## src/rtl/sprite_draw_arbiter_pkg.sv

```systemverilog
// Shared types and constants for the sprite draw arbiter: FSM encoding,
// requester count, timeout default and per-GU frame-buffer field widths.
package sprite_draw_arbiter_pkg;

    typedef enum logic [1:0] {
        ST_IDLE    = 2'd0,
        ST_ISSUE   = 2'd1,
        ST_WAIT    = 2'd2,
        ST_RELEASE = 2'd3
    } state_t;

    localparam int NUM_GU          = 4;
    localparam int TIMEOUT_DEFAULT = 4096;
    localparam int X_W             = 9;
    localparam int Y_W             = 8;
    localparam int COLOUR_W        = 3;
    localparam int CNT_W           = 12;
    localparam int PTR_W           = $clog2(NUM_GU);

    function automatic logic [PTR_W-1:0] onehot_index(input logic [NUM_GU-1:0] oh);
        logic [PTR_W-1:0] idx;
        idx = '0;
        for (int i = 0; i < NUM_GU; i++) begin
            if (oh[i]) idx = PTR_W'(i);
        end
        return idx;
    endfunction

endpackage

```

## src/rtl/sprite_draw_arbiter_rr_pick.sv

```systemverilog
// Round-robin winner: first set request bit at or above rr_ptr, wrapping to 0.
module rr_pick
    import sprite_draw_arbiter_pkg::*;
(
    input  logic [NUM_GU-1:0] req,
    input  logic [PTR_W-1:0]  rr_ptr,
    output logic [NUM_GU-1:0] winner
);

    logic [2*NUM_GU-1:0] doubled;
    logic [NUM_GU-1:0]   rotated;
    logic [NUM_GU-1:0]   lowest;
    logic [2*NUM_GU-1:0] restored;

    // Rotate so rr_ptr sits at bit 0, isolate the lowest set bit, rotate back.
    assign doubled  = {req, req} >> rr_ptr;
    assign rotated  = doubled[NUM_GU-1:0];
    assign lowest   = rotated & (~rotated + NUM_GU'(1));
    assign restored = {lowest, lowest} << rr_ptr;
    assign winner   = restored[2*NUM_GU-1:NUM_GU];

endmodule

```

## src/rtl/sprite_draw_arbiter.sv

```systemverilog
// Grants the shared frame-buffer write port to one graphing unit at a time,
// round-robin, with a per-grant timeout that forces release.
module sprite_draw_arbiter
    import sprite_draw_arbiter_pkg::*;
#(
    parameter int TIMEOUT = TIMEOUT_DEFAULT
) (
    input  logic                       clk,
    input  logic                       resetn,
    input  logic [NUM_GU-1:0]          req,
    input  logic [NUM_GU-1:0]          gu_done,
    input  logic [NUM_GU*X_W-1:0]      gu_x,
    input  logic [NUM_GU*Y_W-1:0]      gu_y,
    input  logic [NUM_GU*COLOUR_W-1:0] gu_colour,
    input  logic [NUM_GU-1:0]          gu_we,
    output logic [NUM_GU-1:0]          gu_plot,
    output logic [X_W-1:0]             vga_x,
    output logic [Y_W-1:0]             vga_y,
    output logic [COLOUR_W-1:0]        vga_colour,
    output logic                       vga_we,
    output logic [NUM_GU-1:0]          grant,
    output logic                       busy,
    output logic                       timeout_err
);

    localparam logic [CNT_W-1:0] TIMEOUT_LAST = CNT_W'(TIMEOUT - 1);

    state_t            state, next_state;
    logic [PTR_W-1:0]  rr_ptr;
    logic [CNT_W-1:0]  wait_cnt;
    logic [NUM_GU-1:0] winner;
    logic [PTR_W-1:0]  grant_idx;
    logic              done_granted;
    logic              load_grant, release_grant, clear_cnt, timed_out;

    rr_pick u_rr_pick (
        .req    (req),
        .rr_ptr (rr_ptr),
        .winner (winner)
    );

    assign grant_idx    = onehot_index(grant);
    assign done_granted = |(gu_done & grant);

    // NOTE: sequential state uses non-blocking assignments so every register
    // samples pre-edge values, independent of statement order.
    always_ff @(posedge clk) begin
        if (!resetn) state <= ST_IDLE;
        else         state <= next_state;
    end

    // NOTE: every output of this block gets a default first so no path
    // through the case statement can infer a latch.
    always_comb begin
        next_state    = state;
        load_grant    = 1'b0;
        release_grant = 1'b0;
        clear_cnt     = 1'b0;
        timed_out     = 1'b0;
        unique case (state)
            ST_IDLE: begin
                if (|req) begin
                    load_grant = 1'b1;
                    next_state = ST_ISSUE;
                end
            end
            ST_ISSUE: begin
                clear_cnt  = 1'b1;
                next_state = ST_WAIT;
            end
            ST_WAIT: begin
                // Done takes priority so a late-but-valid completion is not flagged.
                if (done_granted) begin
                    next_state = ST_RELEASE;
                end else if (wait_cnt == TIMEOUT_LAST) begin
                    timed_out  = 1'b1;
                    next_state = ST_RELEASE;
                end
            end
            ST_RELEASE: begin
                release_grant = 1'b1;
                next_state    = ST_IDLE;
            end
            default: next_state = ST_IDLE;
        endcase
    end

    always_ff @(posedge clk) begin
        if (!resetn) begin
            grant       <= '0;
            rr_ptr      <= '0;
            wait_cnt    <= '0;
            timeout_err <= 1'b0;
        end else begin
            if (load_grant) grant <= winner;
            if (release_grant) begin
                grant  <= '0;
                rr_ptr <= grant_idx + PTR_W'(1);
            end
            if (clear_cnt)             wait_cnt <= '0;
            else if (state == ST_WAIT) wait_cnt <= wait_cnt + CNT_W'(1);
            if (timed_out) timeout_err <= 1'b1;
        end
    end

    always_comb begin
        vga_x      = '0;
        vga_y      = '0;
        vga_colour = '0;
        vga_we     = 1'b0;
        if (state == ST_WAIT) begin
            vga_x      = gu_x[int'(grant_idx)*X_W +: X_W];
            vga_y      = gu_y[int'(grant_idx)*Y_W +: Y_W];
            vga_colour = gu_colour[int'(grant_idx)*COLOUR_W +: COLOUR_W];
            vga_we     = gu_we[grant_idx];
        end
    end

    assign gu_plot = (state == ST_ISSUE) ? grant : '0;
    assign busy    = (state != ST_IDLE);

endmodule

```

## config.mk

```make
export PLATFORM = sky130hd
export DESIGN_NAME = sprite_draw_arbiter
export DESIGN_NICKNAME = d
export VERILOG_FILES = /design/src/rtl/sprite_draw_arbiter_pkg.sv /design/src/rtl/sprite_draw_arbiter_rr_pick.sv /design/src/rtl/sprite_draw_arbiter.sv
export SDC_FILE = /design/constraint.sdc
export NUM_CORES = 1
export LEC_CHECK = 0
export ABC_AREA = 1
export BUFFER_PORTS_ARGS = -buffer_cell sky130_fd_sc_hd__buf_2
export CELL_PAD_IN_SITES_DETAIL_PLACEMENT = 1
export CELL_PAD_IN_SITES_GLOBAL_PLACEMENT = 2
export CORE_ASPECT_RATIO = 1.25
export CORE_MARGIN = 1
export CORE_UTILIZATION = 18
export CTS_BUF_LIST = sky130_fd_sc_hd__clkbuf_16
export CTS_CLUSTER_SIZE = 20
export DETAILED_ROUTE_END_ITERATION = 8
export GPL_TIMING_DRIVEN = 1
export HOLD_SLACK_MARGIN = 0.06
export PLACE_DENSITY_LB_ADDON = 0.2
export SLEW_MARGIN = 0
export SYNTH_ARGS = -nofsm -noshare
export SYNTH_HDL_FRONTEND = slang
export SYNTH_SLANG_ARGS = --single-unit
```

## constraint.sdc

```tcl
create_clock -name clk -period 1.5 [get_ports clk]
set_input_delay 0.075 -clock clk [delete_from_list [all_inputs] [get_ports clk]]
set_output_delay 0.075 -clock clk [all_outputs]
set_load 0.05 [all_outputs]
```

* After elaboration in Yosys (flattened, before gate mapping)
Cells that the tools add are included.
** Storage, ports and cells
- Register bits :: 21
- Output and inout bits :: 31
** Cells by class
- $add $sub $neg :: 3
- Multipliers :: 2
- $lt $le $gt $ge :: 1
- Eq/ne operators :: 6
- Shift-type cells :: 5
- Mux-type cells :: 21
- Bitwise logic cells :: 4
- Reduce and logical (&&, ||, !) cells :: 7
** Operator list (count)
- $shiftx 36x7->9 :: 1
- $shiftx 32x6->8 :: 1
- $add 12x1->12 const B :: 1
- $eq 12x12->1 const B :: 1
- $shiftx 12x5->3 :: 1
- $mux 1 :: 10
- $mux 2 :: 5
- $mux 9 :: 1
- $and 4x4->4 :: 2
- $mux 8 :: 1
- $pmux 2 s4 :: 1
- $reduce_or 4->1 :: 2
- $shl 8x2->8 :: 1
- $shr 8x2->4 :: 1
- $mul 2x4->6 const B :: 1
- $add 4x1->4 const B :: 1
- $eq 2x2->1 const B :: 2
- $mul 2x2->4 const B :: 1
- $mux 4 :: 1
- $not 4->4 :: 1
- $reduce_or 2->1 :: 2
- $lt 2x3->1 const B :: 1
- $mux 3 :: 1
- $ne 3x3->1 const B :: 1
- 8 further kinds :: 8

* Longest topological paths before layout
- Word-level depth :: 6
- Mapped depth :: 12

* Cells and area by module
A second synthesis with hierarchy kept.
** Unflattened totals
- Cell total of the unflattened synthesis :: 376
- Area total of the unflattened synthesis :: 2073.2 um2
** Modules (own cells, without submodules)
- sprite_draw_arbiter :: instances 1, cells an instance 325, area an instance 1796.7 um2
- rr_pick :: instances 1, cells an instance 51, area an instance 276.5 um2

* Worst setup path after synthesis
Ideal clock, no wire load.
- Kind :: register -> output
- From :: register grant[1]
- To :: output port vga_colour[0]
- Arrival time :: 2.183 ns
- Required time :: 1.425 ns
- Slack :: -0.758 ns
- Stages on the path, launching flop included :: 7
- Path buffers :: 2
- Cells stage by stage :: dfxtp_1 buf_2 clkbuf_1 nor2_1 nor2_1 o21ai_0 a21oi_1
** On the way
- Cells in the longest elaborated chain, start to end :: 6
** RTL lines
- start, declared :: line sprite_draw_arbiter.sv:21 : output logic [NUM_GU-1:0] grant,
- start signal, assigned :: line sprite_draw_arbiter.sv:95 : if (load_grant) grant <= winner;
- $mux 1 :: line sprite_draw_arbiter_pkg.sv:24 : if (oh[i]) idx = PTR_W'(i);
- $mux 2 (2 in a row) :: line sprite_draw_arbiter_pkg.sv:24
- $mul 2x2->4 :: line sprite_draw_arbiter.sv:114 : vga_colour = gu_colour[int'(grant_idx)*COLOUR_W +: COLOUR_W];
- $shiftx 12x5->3 :: line sprite_draw_arbiter.sv:114
- $mux 3 :: line sprite_draw_arbiter.sv:111 : if (state == ST_WAIT) begin
- end, declared :: line sprite_draw_arbiter.sv:19 : output logic [COLOUR_W-1:0] vga_colour,
Every way passes these cells.

* Worst setup path in the final report
- From :: register grant[2]
- To :: output port vga_y[6]
** On the way
- Cells in the longest elaborated chain, start to end :: 4
** RTL lines
- $mux 2 (2 in a row) :: line sprite_draw_arbiter_pkg.sv:24
- $shiftx 32x6->8 :: line sprite_draw_arbiter.sv:113 : vga_y = gu_y[int'(grant_idx)*Y_W +: Y_W];
- $mux 8 :: line sprite_draw_arbiter.sv:111
- end, declared :: line sprite_draw_arbiter.sv:18 : output logic [Y_W-1:0] vga_y,
Every way passes these cells.

==> results_dict.tcl <==
set metrics [dict create \
    finalNonFillerCells 639 \
    power.leakage_uw 0.001772 \
    hold_viol 0 \
    endpoint "vga_y[6]" \
    n_antenna_cell 0 \
    numCtsBuffers 3 \
    worst_ep_required_time_ns 1.42 \
    layout.nets 608 \
    start_util 0.1875 \
    r2r_start "state[0]" \
    drt-total-wl_um 9373 \
    ys_seq_elements 21 \
    tightest_slew_ns 0.2741 \
    drv_cap 0 \
    synth_cells 357 \
    rr_worst_depth 8 \
    startpoint "grant[2]" \
    gp_congestion 0.7483 \
    remaining_drc_errors 0 \
    synth.distinct_cells 35 \
    h-tree-depth 1 \
    finalSetupViolCount 21 \
    syn_to_final_growth_pct 97.83 \
    die-area_um2 11650 \
    dr.pass1.iters 4 \
    clk_latency_ns 0.26 \
    ant_nets 0 \
    dp_cells 631 \
    crit_path_top_delay_cell "dfxtp_4" \
    power_density_nw_per_um2 2012 \
    period_needed_ns 1.577 \
    critical_path_arrival_ns 1.50 \
    finClkSkew_ns 0.002524 \
    dr.first_iter.drc_count 29 \
    p_total_uw 8040 \
    synth_top_cell_by_area "dfxtp_1" \
    critPathLaunchType "flop" \
    cpMostUsedCell "a21oi_4" \
    fmax_ghz 0.6343 \
    cts_root_buf "clkbuf_16" \
    wire_per_inst_um 14.67 \
    row_count 42 \
    synth_top_area_frac 0.2082 \
    post-dp-hpwl_um 6785 \
    status "finished, violations left" \
    cp_cell_sequence "inv_2 -> a21oi_4 -> inv_4 -> buf_12 -> o21ai_4 -> a21oi_4 -> buf_6" \
    grt_pass1_wl_um 15080 \
    die_h_um 120.4 \
    grt.overflow.total 0 \
    async_flop_share 0 \
    yosysSeqAreaShare 0.2082 \
    cp_max_fo 11 \
    slew_headroom 0.8172 \
    numPortBuffers 124 \
    synth.cell_area_um2 2019 \
    viasPerCell 4.554 \
    synthTopCellsByArea "dfxtp_1 (21%), nor2_1 (19%), o21ai_0 (13%), a21oi_1 (8.9%), nand2_1 (7.6%)" \
    worstReg2RegEnd "grant[2]" \
    vias 2910 \
    die_width_um 96.74 \
    core_um2 10770 \
    min_path_type "in2reg" \
    design.portCount 125 \
    cts_sinks 21 \
    rsz0062_at_grt "true" \
    hold-worst-slack_ns 0.1015 \
    max_stage_delay_ns 0.37 \
    critical_path_class "reg2out" \
    fin_crit_sh 1.051 \
    violations "setup timing" \
    grt_pass1_vias 3092 \
    synth_edf_count 0 \
    cts.path.max_buffers 2 \
    antenna_found_initial 0 \
    ys.flop_type "dfxtp_1" \
    reg2reg_slack_ns 0.12 \
    clk_pin_slew_worst_paths_ns 0.06 \
    syn_nets 457 \
    slew_viol_final 0 \
    synth_area_per_cell_um2 5.657 \
    ys_warn_count 0 \
    setup_slack_ns -0.07652 \
    cts_tree "built" \
    ir_drop_mv 1.007 \
    grt_max_degree 22 \
    cp-end-kind "output pin" \
    grt_usage 0.1585 \
    drive_above_1_share 0.5464 \
]
-- cells by family after synthesis --
| group | Yosys count | share of synthesized area |
|---|---|---|
| AO/OA/AOI/OAI | 101 | 0.2633 |
| buffers and inverters | 48 | 0.1041 |
| AND/OR/NAND/NOR | 180 | 0.3829 |
| flip-flops | 21 | 0.2082 |
| XOR/XNOR | 1 | 0.004338 |
| adder cells (fa/ha/maj) | 6 | 0.03717 |
-- Yosys cell counts (2+ instances only) --
cell and number:
dfxtp_1 21, o21ai_2 2, nor3_1 2, nand2_4 2, ha_1 6, o21ai_0 52
inv_1 26, nand3_1 17, nor2_1 104, o21ai_1 3, a21oi_2 2, nand2_2 5
a21oi_1 36, nand2_1 41, nand3_2 2, inv_2 3, a31oi_1 2, buf_2 5
clkbuf_1 9, buf_6 2
-- worst max-delay path: cells and delay by family (launching register included) --
family / cells / cell delay (ns)
compound gates: 3 / 0.41
flops: 1 / 0.37
buf+inv: 4 / 0.47
-- power by group --
part	switching, uW	internal [uW]	total [uW]
clock	210	356	565
combinational	4190	2480	6670
sequential	127	677	803
-- how the worst min path moves through the flow --
stage | from | slack [ns] | endpoint | depth (start not counted)
floorplan | resetn | 0.21 | rr_ptr[0] | 2
detailed placement | resetn | 0.37 | state[0] | 3
CTS | resetn | 0.1 | rr_ptr[0] | 3
global route | resetn | 0.12 | rr_ptr[0] | 3
global placement | resetn | 0.36 | state[0] | 3
finish | resetn | 0.10 | rr_ptr[0] | 3
-- layout make-up --
cell class | instances | area [um2]
Sequential cell | 21 | 437.9
Multi-Input combinational cell | 288 | 2002
Timing Repair Buffer | 164 | 1189
Clock inverter | 1 | 3.754
Fill cell | 1348 | 6778
Tap cell | 132 | 165.2
Inverter | 30 | 122.6
Clock buffer | 3 | 75.07
-- what timing repair did --
| action | 4_1_cts | 5_1_grt |
|---|---|---|
| hold buffers | 0 | 0 |
| buffers inserted | 0 | 1 |
| gates resized for setup | 119 | 75 |
| endpoints found under the setup margin | 29 | 33 |
| cloned | 1 | 2 |
| hold endpoints to repair | 0 | 0 |
| pin swaps | 0 | 1 |
-- stage by stage --
| stage | instance area, um2 | util | TNS, ns | worst slack [ns] |
|---|---|---|---|---|
| after global routing | 3995 | 0.3708 | -2.957 | -0.1780 |
| after floorplan | 2278 | - | -0.04502 | -0.01363 |
| final | 3995 | 0.3708 | -1.313 | -0.07652 |
| after detailed placement | 3276 | 0.3041 | -0.1899 | -0.08104 |
| after CTS | 3737 | 0.3469 | -2.078 | -0.1168 |
| after global placement | 3276 | 0.3041 | -0.01277 | -0.01277 |
-- flip-flops by register name (all words and copies together), names as in the netlist --
register	count
grant	4
rr_ptr	2
state	2
timeout_err	1
wait_cnt	12
-- placed cells by master (no fill, tap or decap), types with 3 or more instances in the layout --
| cell | count |
|---|---|
| inv_1 | 23 |
| o21ai_2 | 11 |
| clkbuf_16 | 4 |
| nor2_2 | 24 |
| dfxtp_1 | 15 |
| buf_6 | 24 |
| nor2_1 | 80 |
| ha_1 | 3 |
| nand2_4 | 3 |
| a21oi_4 | 21 |
| nand3_1 | 16 |
| inv_2 | 5 |
| o21ai_4 | 20 |
| buf_4 | 32 |
| nand2_2 | 4 |
| a21oi_1 | 15 |
| buf_2 | 99 |
| nand3_2 | 3 |
| buf_12 | 5 |
| nand2_1 | 41 |
| o21ai_1 | 19 |
| dfxtp_4 | 4 |
| o21ai_0 | 7 |
-- per-layer routing --
| layer | part of all wire | wire length, um | vias to the layer above | GRT usage |
|---|---|---|---|---|
| met5 | 0 | 0 | - | 0 |
| met4 | 0.012 | 111 | 0 | 0.04011 |
| met3 | 0.031 | 288 | 6 | 0.01445 |
| met2 | 0.52 | 4917 | 78 | 0.3015 |
| met1 | 0.43 | 4055 | 1358 | 0.1890 |
| li1 | - | - | 1468 | - |
(Power assumes the default switching activity.)
